==> config.mk <==
export PLATFORM = sky130hd
export DESIGN_NAME = alu_cmd_sequencer_flat
export DESIGN_NICKNAME = d
export VERILOG_FILES = /design/src/rtl/alu_cmd_sequencer_if.sv /design/src/rtl/alu_cmd_sequencer.sv /design/src/flat_wrapper.sv
export SDC_FILE = /design/constraint.sdc
export NUM_CORES = 1
export LEC_CHECK = 0
export ABC_AREA = 1
export CAP_MARGIN = 0
export CORE_UTILIZATION = 43
export DETAILED_ROUTE_END_ITERATION = 8
export PLACE_DENSITY = 0.86
export SLEW_MARGIN = 10
export SYNTH_ARGS = -nofsm -noshare
export SYNTH_HDL_FRONTEND = slang
export SYNTH_SLANG_ARGS = --single-unit
export TNS_END_PERCENT = 100
==> constraint.sdc <==
create_clock -name clock -period 1.4 [get_ports clock]
set_clock_uncertainty 0.15 [all_clocks]
set_input_delay 0.14 -clock clock [delete_from_list [all_inputs] [get_ports clock]]
set_output_delay 0.14 -clock clock [all_outputs]
set_load 0.05 [all_outputs]
==> src/rtl/alu_cmd_sequencer_if.sv <==
`default_nettype none
// ============================================================================
//  Module      : alu_cmd_sequencer_if
//  Description : Bus bundle between the ALU command sequencer and its
//                surroundings (UART RX/TX strobes and the combinational ALU).
//                slave  : the sequencer side (consumes RX/TX/ALU inputs,
//                         drives ALU operands and TX byte)
//                master : the environment side (UART blocks + ALU)
//  Signals     : i_rx_data/i_rx_done  received byte and its strobe
//                i_tx_done            transmitter finished strobe
//                i_alu_result         combinational ALU result
//                o_alu_a/o_alu_b/o_alu_op  operands/opcode to the ALU
//                o_tx_data/o_tx_start      result byte and start pulse
//                o_busy/o_err              status
//  Revision    : 1.0 - initial release
// ============================================================================
interface alu_cmd_sequencer_if #(
    parameter int N_BITS = 8,
    parameter int N_OP   = 6
);
    logic [N_BITS-1:0] i_rx_data;
    logic              i_rx_done;
    logic              i_tx_done;
    logic [N_BITS-1:0] i_alu_result;
    logic [N_BITS-1:0] o_alu_a;
    logic [N_BITS-1:0] o_alu_b;
    logic [N_OP-1:0]   o_alu_op;
    logic [N_BITS-1:0] o_tx_data;
    logic              o_tx_start;
    logic              o_busy;
    logic              o_err;

    modport slave (
        input  i_rx_data, i_rx_done, i_tx_done, i_alu_result,
        output o_alu_a, o_alu_b, o_alu_op, o_tx_data, o_tx_start, o_busy, o_err
    );

    modport master (
        output i_rx_data, i_rx_done, i_tx_done, i_alu_result,
        input  o_alu_a, o_alu_b, o_alu_op, o_tx_data, o_tx_start, o_busy, o_err
    );
endinterface
`default_nettype wire

==> src/rtl/alu_cmd_sequencer.sv <==
`default_nettype none
// ============================================================================
//  Module      : alu_cmd_sequencer
//  Description : Collects three bytes from the UART receiver (operand A,
//                operand B, opcode), presents them to the combinational ALU,
//                captures the result and hands it to the UART transmitter.
//  Ports       : clock  - system clock, rising edge
//                reset  - synchronous, active-high reset
//                bus    - alu_cmd_sequencer_if.slave (RX byte/strobe, TX
//                         done, ALU result in; ALU operands, TX byte/start,
//                         busy and error out)
//  Revision    : 1.0 - initial release
// ============================================================================
module alu_cmd_sequencer #(
    parameter int N_BITS = 8,
    parameter int N_OP   = 6
) (
    input  wire logic            clock,
    input  wire logic            reset,
    alu_cmd_sequencer_if.slave   bus
);

    localparam logic [N_OP-1:0] c_OP_ADD = N_OP'(6'b100000);
    localparam logic [N_OP-1:0] c_OP_SUB = N_OP'(6'b100010);
    localparam logic [N_OP-1:0] c_OP_AND = N_OP'(6'b100100);
    localparam logic [N_OP-1:0] c_OP_OR  = N_OP'(6'b100101);
    localparam logic [N_OP-1:0] c_OP_XOR = N_OP'(6'b100110);
    localparam logic [N_OP-1:0] c_OP_SRA = N_OP'(6'b000011);
    localparam logic [N_OP-1:0] c_OP_SRL = N_OP'(6'b000010);
    localparam logic [N_OP-1:0] c_OP_NOR = N_OP'(6'b100111);

    typedef enum logic [2:0] {
        S_WAIT_A  = 3'd0,
        S_WAIT_B  = 3'd1,
        S_WAIT_OP = 3'd2,
        S_EXEC    = 3'd3,
        S_SEND    = 3'd4,
        S_WAIT_TX = 3'd5
    } state_t;

    state_t            state_q;
    logic [N_BITS-1:0] alu_a_q;
    logic [N_BITS-1:0] alu_b_q;
    logic [N_OP-1:0]   alu_op_q;
    logic [N_BITS-1:0] tx_data_q;
    logic              tx_start_q;
    logic              busy_q;
    logic              err_q;

    logic [N_OP-1:0]   w_op_byte;
    logic              w_op_valid;

    // Only the low N_OP bits of the opcode byte carry the opcode.
    assign w_op_byte = bus.i_rx_data[N_OP-1:0];

    always_comb begin
        w_op_valid = 1'b0;
        case (w_op_byte)
            c_OP_ADD, c_OP_SUB, c_OP_AND, c_OP_OR,
            c_OP_XOR, c_OP_SRA, c_OP_SRL, c_OP_NOR: w_op_valid = 1'b1;
            default:                                w_op_valid = 1'b0;
        endcase
    end

    always_ff @(posedge clock) begin
        if (reset) begin
            state_q    <= S_WAIT_A;
            alu_a_q    <= '0;
            alu_b_q    <= '0;
            alu_op_q   <= '0;
            tx_data_q  <= '0;
            tx_start_q <= 1'b0;
            busy_q     <= 1'b0;
            err_q      <= 1'b0;
        end else begin
            // Pulse outputs default low; set for a single cycle below.
            tx_start_q <= 1'b0;
            err_q      <= 1'b0;
            case (state_q)
                S_WAIT_A: begin
                    if (bus.i_rx_done) begin
                        alu_a_q <= bus.i_rx_data;
                        state_q <= S_WAIT_B;
                    end
                end
                S_WAIT_B: begin
                    if (bus.i_rx_done) begin
                        alu_b_q <= bus.i_rx_data;
                        state_q <= S_WAIT_OP;
                    end
                end
                S_WAIT_OP: begin
                    if (bus.i_rx_done) begin
                        if (w_op_valid) begin
                            alu_op_q <= w_op_byte;
                            busy_q   <= 1'b1;
                            state_q  <= S_EXEC;
                        end else begin
                            // Drop the whole command; previous opcode stays on the ALU.
                            err_q   <= 1'b1;
                            state_q <= S_WAIT_A;
                        end
                    end
                end
                S_EXEC: begin
                    // Operands and opcode have been stable since the previous edge,
                    // so the combinational result is settled here.
                    tx_data_q  <= bus.i_alu_result;
                    tx_start_q <= 1'b1;
                    state_q    <= S_SEND;
                end
                S_SEND: begin
                    state_q <= S_WAIT_TX;
                end
                S_WAIT_TX: begin
                    // A simultaneous RX byte is intentionally not taken as operand A.
                    if (bus.i_tx_done) begin
                        busy_q  <= 1'b0;
                        state_q <= S_WAIT_A;
                    end
                end
                default: begin
                    busy_q  <= 1'b0;
                    state_q <= S_WAIT_A;
                end
            endcase
        end
    end

    assign bus.o_alu_a    = alu_a_q;
    assign bus.o_alu_b    = alu_b_q;
    assign bus.o_alu_op   = alu_op_q;
    assign bus.o_tx_data  = tx_data_q;
    assign bus.o_tx_start = tx_start_q;
    assign bus.o_busy     = busy_q;
    assign bus.o_err      = err_q;

endmodule
`default_nettype wire

==> src/flat_wrapper.sv <==
// flat-port wrapper written by rule: the top's interface ports become plain ports
module alu_cmd_sequencer_flat 
#(
    parameter int N_BITS = 8,
    parameter int N_OP   = 6
)
  (clock, reset, bus_i_rx_data, bus_i_rx_done, bus_i_tx_done, bus_i_alu_result, bus_o_alu_a, bus_o_alu_b, bus_o_alu_op, bus_o_tx_data, bus_o_tx_start, bus_o_busy, bus_o_err);
  alu_cmd_sequencer_if #(.N_BITS(N_BITS), .N_OP(N_OP)) bus_i ();
  input  wire logic clock;
  input  wire logic reset;
  input wire logic [$bits(bus_i.i_rx_data)-1:0] bus_i_rx_data;
  input wire logic [$bits(bus_i.i_rx_done)-1:0] bus_i_rx_done;
  input wire logic [$bits(bus_i.i_tx_done)-1:0] bus_i_tx_done;
  input wire logic [$bits(bus_i.i_alu_result)-1:0] bus_i_alu_result;
  output wire logic [$bits(bus_i.o_alu_a)-1:0] bus_o_alu_a;
  output wire logic [$bits(bus_i.o_alu_b)-1:0] bus_o_alu_b;
  output wire logic [$bits(bus_i.o_alu_op)-1:0] bus_o_alu_op;
  output wire logic [$bits(bus_i.o_tx_data)-1:0] bus_o_tx_data;
  output wire logic [$bits(bus_i.o_tx_start)-1:0] bus_o_tx_start;
  output wire logic [$bits(bus_i.o_busy)-1:0] bus_o_busy;
  output wire logic [$bits(bus_i.o_err)-1:0] bus_o_err;
  assign bus_i.i_rx_data = bus_i_rx_data;
  assign bus_i.i_rx_done = bus_i_rx_done;
  assign bus_i.i_tx_done = bus_i_tx_done;
  assign bus_i.i_alu_result = bus_i_alu_result;
  assign bus_o_alu_a = bus_i.o_alu_a;
  assign bus_o_alu_b = bus_i.o_alu_b;
  assign bus_o_alu_op = bus_i.o_alu_op;
  assign bus_o_tx_data = bus_i.o_tx_data;
  assign bus_o_tx_start = bus_i.o_tx_start;
  assign bus_o_busy = bus_i.o_busy;
  assign bus_o_err = bus_i.o_err;
  alu_cmd_sequencer #(.N_BITS(N_BITS), .N_OP(N_OP)) u_core (.clock(clock), .reset(reset), .bus(bus_i));
endmodule
==> flow_summary.json <==
{
  "outcome": "complete, no violations",
  "route.detailed.drc": 0,
  "setup_violations": 0,
  "timing.max_cap.violations": 0,
  "static-leakage-power_uw": 0.00108,
  "yosys.area.top_type": "dfxtp_1",
  "final.setup.worst_slack_ns": 0.0169,
  "worstHoldStart": "bus_i_alu_result[6]",
  "whs_path_depth": 3,
  "areaGrowthSynthToFinish_pct": 74.9,
  "worstSkewPairLatency_ns": 0.34,
  "cp.required_ns": 1.49,
  "detailroute.via_count": 1427,
  "power.density_cell_area_mw_per_mm2": 962,
  "cts_tree": "yes",
  "cts.path.max_buffers": 2,
  "post_layout_nonfiller_instances": 293,
  "max_slew_margin_pct": 70.5,
  "core_region_area_sq_mm": 0.00310,
  "cpMaxStageDelayCell": "dfxtp_4",
  "drtPass1Iterations": 4,
  "finish.net_count": 268,
  "placed_cells_incl_taps": 281,
  "critPathLaunchType": "flip-flop",
  "setup-tns-final_ns": 0,
  "worst_r2r_endpoint": "u_core.bus.o_alu_a[6]$_SDFFE_PP0P_",
  "antenna_found_initial": 0,
  "grtUsageTotal_pct": 23.1,
  "cts_sinks": 36,
  "holdBufCountCts": 0,
  "slew_viol_final": 0,
  "synth.top_cell.area_share_pct": 50.3,
  "hpwl_mm": 2.64,
  "cts_root_buf": "clkbuf_4",
  "die-area_sq_mm": 0.00357,
  "worst-r2r-cell-count": 5,
  "netlist_top_cells_area": "dfxtp_1 50%, nor2_1 9.9%, a21oi_1 5.6%",
  "die_x_um": 59.7,
  "syn_area_per_cell_sq_um": 7.92,
  "timing.hold.ws_ns": 0.222,
  "die_height_um": 59.7,
  "gp_routability_congestion": 0.841,
  "vias_per_instance": 4.87,
  "synth_edf_count": 0,
  "first_global_vias": 1406,
  "io_port_bufs": 52,
  "cell_class_contributing_the_biggest_share_of_worst_path_delay": "simple AND/OR/NAND/NOR gates",
  "synth_cell_types": 20,
  "endpoint_kind": "flip-flop",
  "timing.final.hold_violations": 0,
  "yosysSeqAreaShare_pct": 50.3,
  "async_flop_share_pct": 0,
  "min_path_type": "input pin to flip-flop",
  "drive_gt1_share_pct": 31.3,
  "synthesis.area_sq_mm": 0.00143,
  "wire_per_inst_um": 12.6,
  "insertedDiodeCount": 0,
  "cpPeakStageDelay_ns": 0.40,
  "critical_path.reg2reg.startpoint": "u_core.state_q[0]$_SDFFE_PP0P_",
  "yosys_register_bits": 36,
  "dp_slack_ns": -0.189,
  "totalWireLength_mm": 3.69,
  "grt_max_degree": 33,
  "ant_nets": 0,
  "boundaryPins": 53,
  "layout_common_cells": "38 x nor2_1, 34 x buf_12, 33 x dfxtp_1",
  "ir_drop_mv": 0.794,
  "synth_fp_nets": 201,
  "path_clk_slew_ns": 0.11,
  "ctsHtreeMaxLevel": 2,
  "layout_commonest_cell": "nor2_1",
  "grt_setup_unrepaired": "true",
  "numCtsBuffers": 5,
  "grt_pass1_wl_mm": 6.08,
  "critPathMaxFanout": 8,
  "worst-slew-pin-transition_ns": 0.442,
  "synthFlopType": "dfxtp_1",
  "reg2reg_slack_ns": 0.02,
  "crit_type": "flip-flop to flip-flop",
  "power.total_uw": 2410,
  "rows": 20,
  "grt_overflow_total": 0,
  "clock.fmax_ghz": 0.723,
  "first_iter_violations": 68,
  "synthesis.yosys.warnings": 0,
  "layout_min_cycle_time_ns": 1.38,
  "worst_ep_arrival_time_ns": 1.47,
  "critPathBufInv": 1,
  "floorplan.initialDensity_pct": 46.2,
  "min_delay_worst_endpoint": "u_core.bus.o_tx_data[6]$_SDFFE_PP0P_",
  "timing.critical_path.cells": "nor2_2, nand3_4, buf_4, o21ai_0, nor2_1",
  "syn-instance-count": 181,
  "post-route-period-util_pct": 98.8
}
==> worst max path at each step <==
stage,startpoint,end,slack (ns),cells past startpoint
after floorplan,u_core.state_q[0]$_SDFFE_PP0P_,u_core.bus.o_alu_op[0]$_SDFFE_PP0P_,0.17,8
after global placement,bus_i_rx_data[2],u_core.bus.o_alu_op[1]$_SDFFE_PP0P_,-0.13,9
after detailed placement,bus_i_rx_data[3],u_core.bus.o_alu_op[5]$_SDFFE_PP0P_,-0.19,8
after CTS,u_core.state_q[0]$_SDFFE_PP0P_,u_core.bus.o_alu_a[7]$_SDFFE_PP0P_,0.02,5
after global routing,u_core.state_q[0]$_SDFFE_PP0P_,u_core.bus.o_alu_a[7]$_SDFFE_PP0P_,-0.03,5
final,u_core.state_q[0]$_SDFFE_PP0P_,u_core.bus.o_alu_a[6]$_SDFFE_PP0P_,0.02,5
==> what timing repair did <==
| action | CTS | global route |
|---|---|---|
| resized for setup | 1 | 11 |
| pin swaps | 0 | 2 |
| setup buffers | 0 | 3 |
| cloned | 0 | 1 |
| endpoints found under the setup margin | 1 | 34 |
==> registers in the layout, indices dropped and copies added (netlist names) <==
register and flops:
u_core.bus.o_alu_op 6, u_core.bus.o_alu_a 8, u_core.bus.o_tx_start 1, u_core.bus.o_tx_data 8, u_core.bus.o_err 1, u_core.bus.o_busy 1, u_core.bus.o_alu_b 8, u_core.state_q 3
==> cell families after synthesis <==
| group | after synthesis | share of synthesized area [%] |
|---|---|---|
| flops | 36 | 50.3 |
| compound gates | 42 | 14.9 |
| simple gates | 79 | 26.9 |
| buf+inv | 24 | 7.94 |
==> through the flow <==
stage	utilization [%]	cell area [sq um]
after floorplan	-	1430
after global placement	76.9	2380
after detailed placement	76.9	2380
after CTS	78.9	2450
after global routing	80.8	2510
final	80.8	2510
==> report_power, final <==
part / total (uW) / leakage [uW] / switching (uW) / internal [uW]
combinational: 672 / 0.000750 / 350 / 322
sequential: 1150 / 0.000295 / 71.2 / 1080
clock: 589 / 0.0000380 / 350 / 239
==> worst register-to-register path: cells and delay by family, from the launching register on <==
kind                   cells  cell delay [ns]
buffers and inverters      1             0.17
AND/OR/NAND/NOR            3             0.41
flip-flops                 1             0.40
AO/OA/AOI/OAI              1             0.14
==> synthesized netlist by cell type (4+ instances only) <==
library cell   n
nor2_1        38
inv_1         10
nand3_1       12
dfxtp_1       36
nor2_2         4
nand2_1       15
a21oi_1       16
inv_2          7
o21ai_1       12
o21ai_0       13
==> layer usage <==
metal	wire length, um	part of all wire, %	global-route usage (%)	vias up
li1	-	-	-	726
met1	1550	42	27.0	649
met2	1920	52	39.4	46
met3	174	4.7	6.06	6
met4	51	1.4	10.6	0
met5	0	0	0	-
==> final cells by class <==
class,instances,area (sq um)
tap,44,55.1
multi-input combinational,121,617
sequential,36,729
inverter,17,71.3
clock inverter,2,10.0
timing repair buffer,66,968
fill,207,596
timing repair inverter,1,5.00
clock buffer,6,51.3
Note: power is estimated with default switching activity, not from simulation.
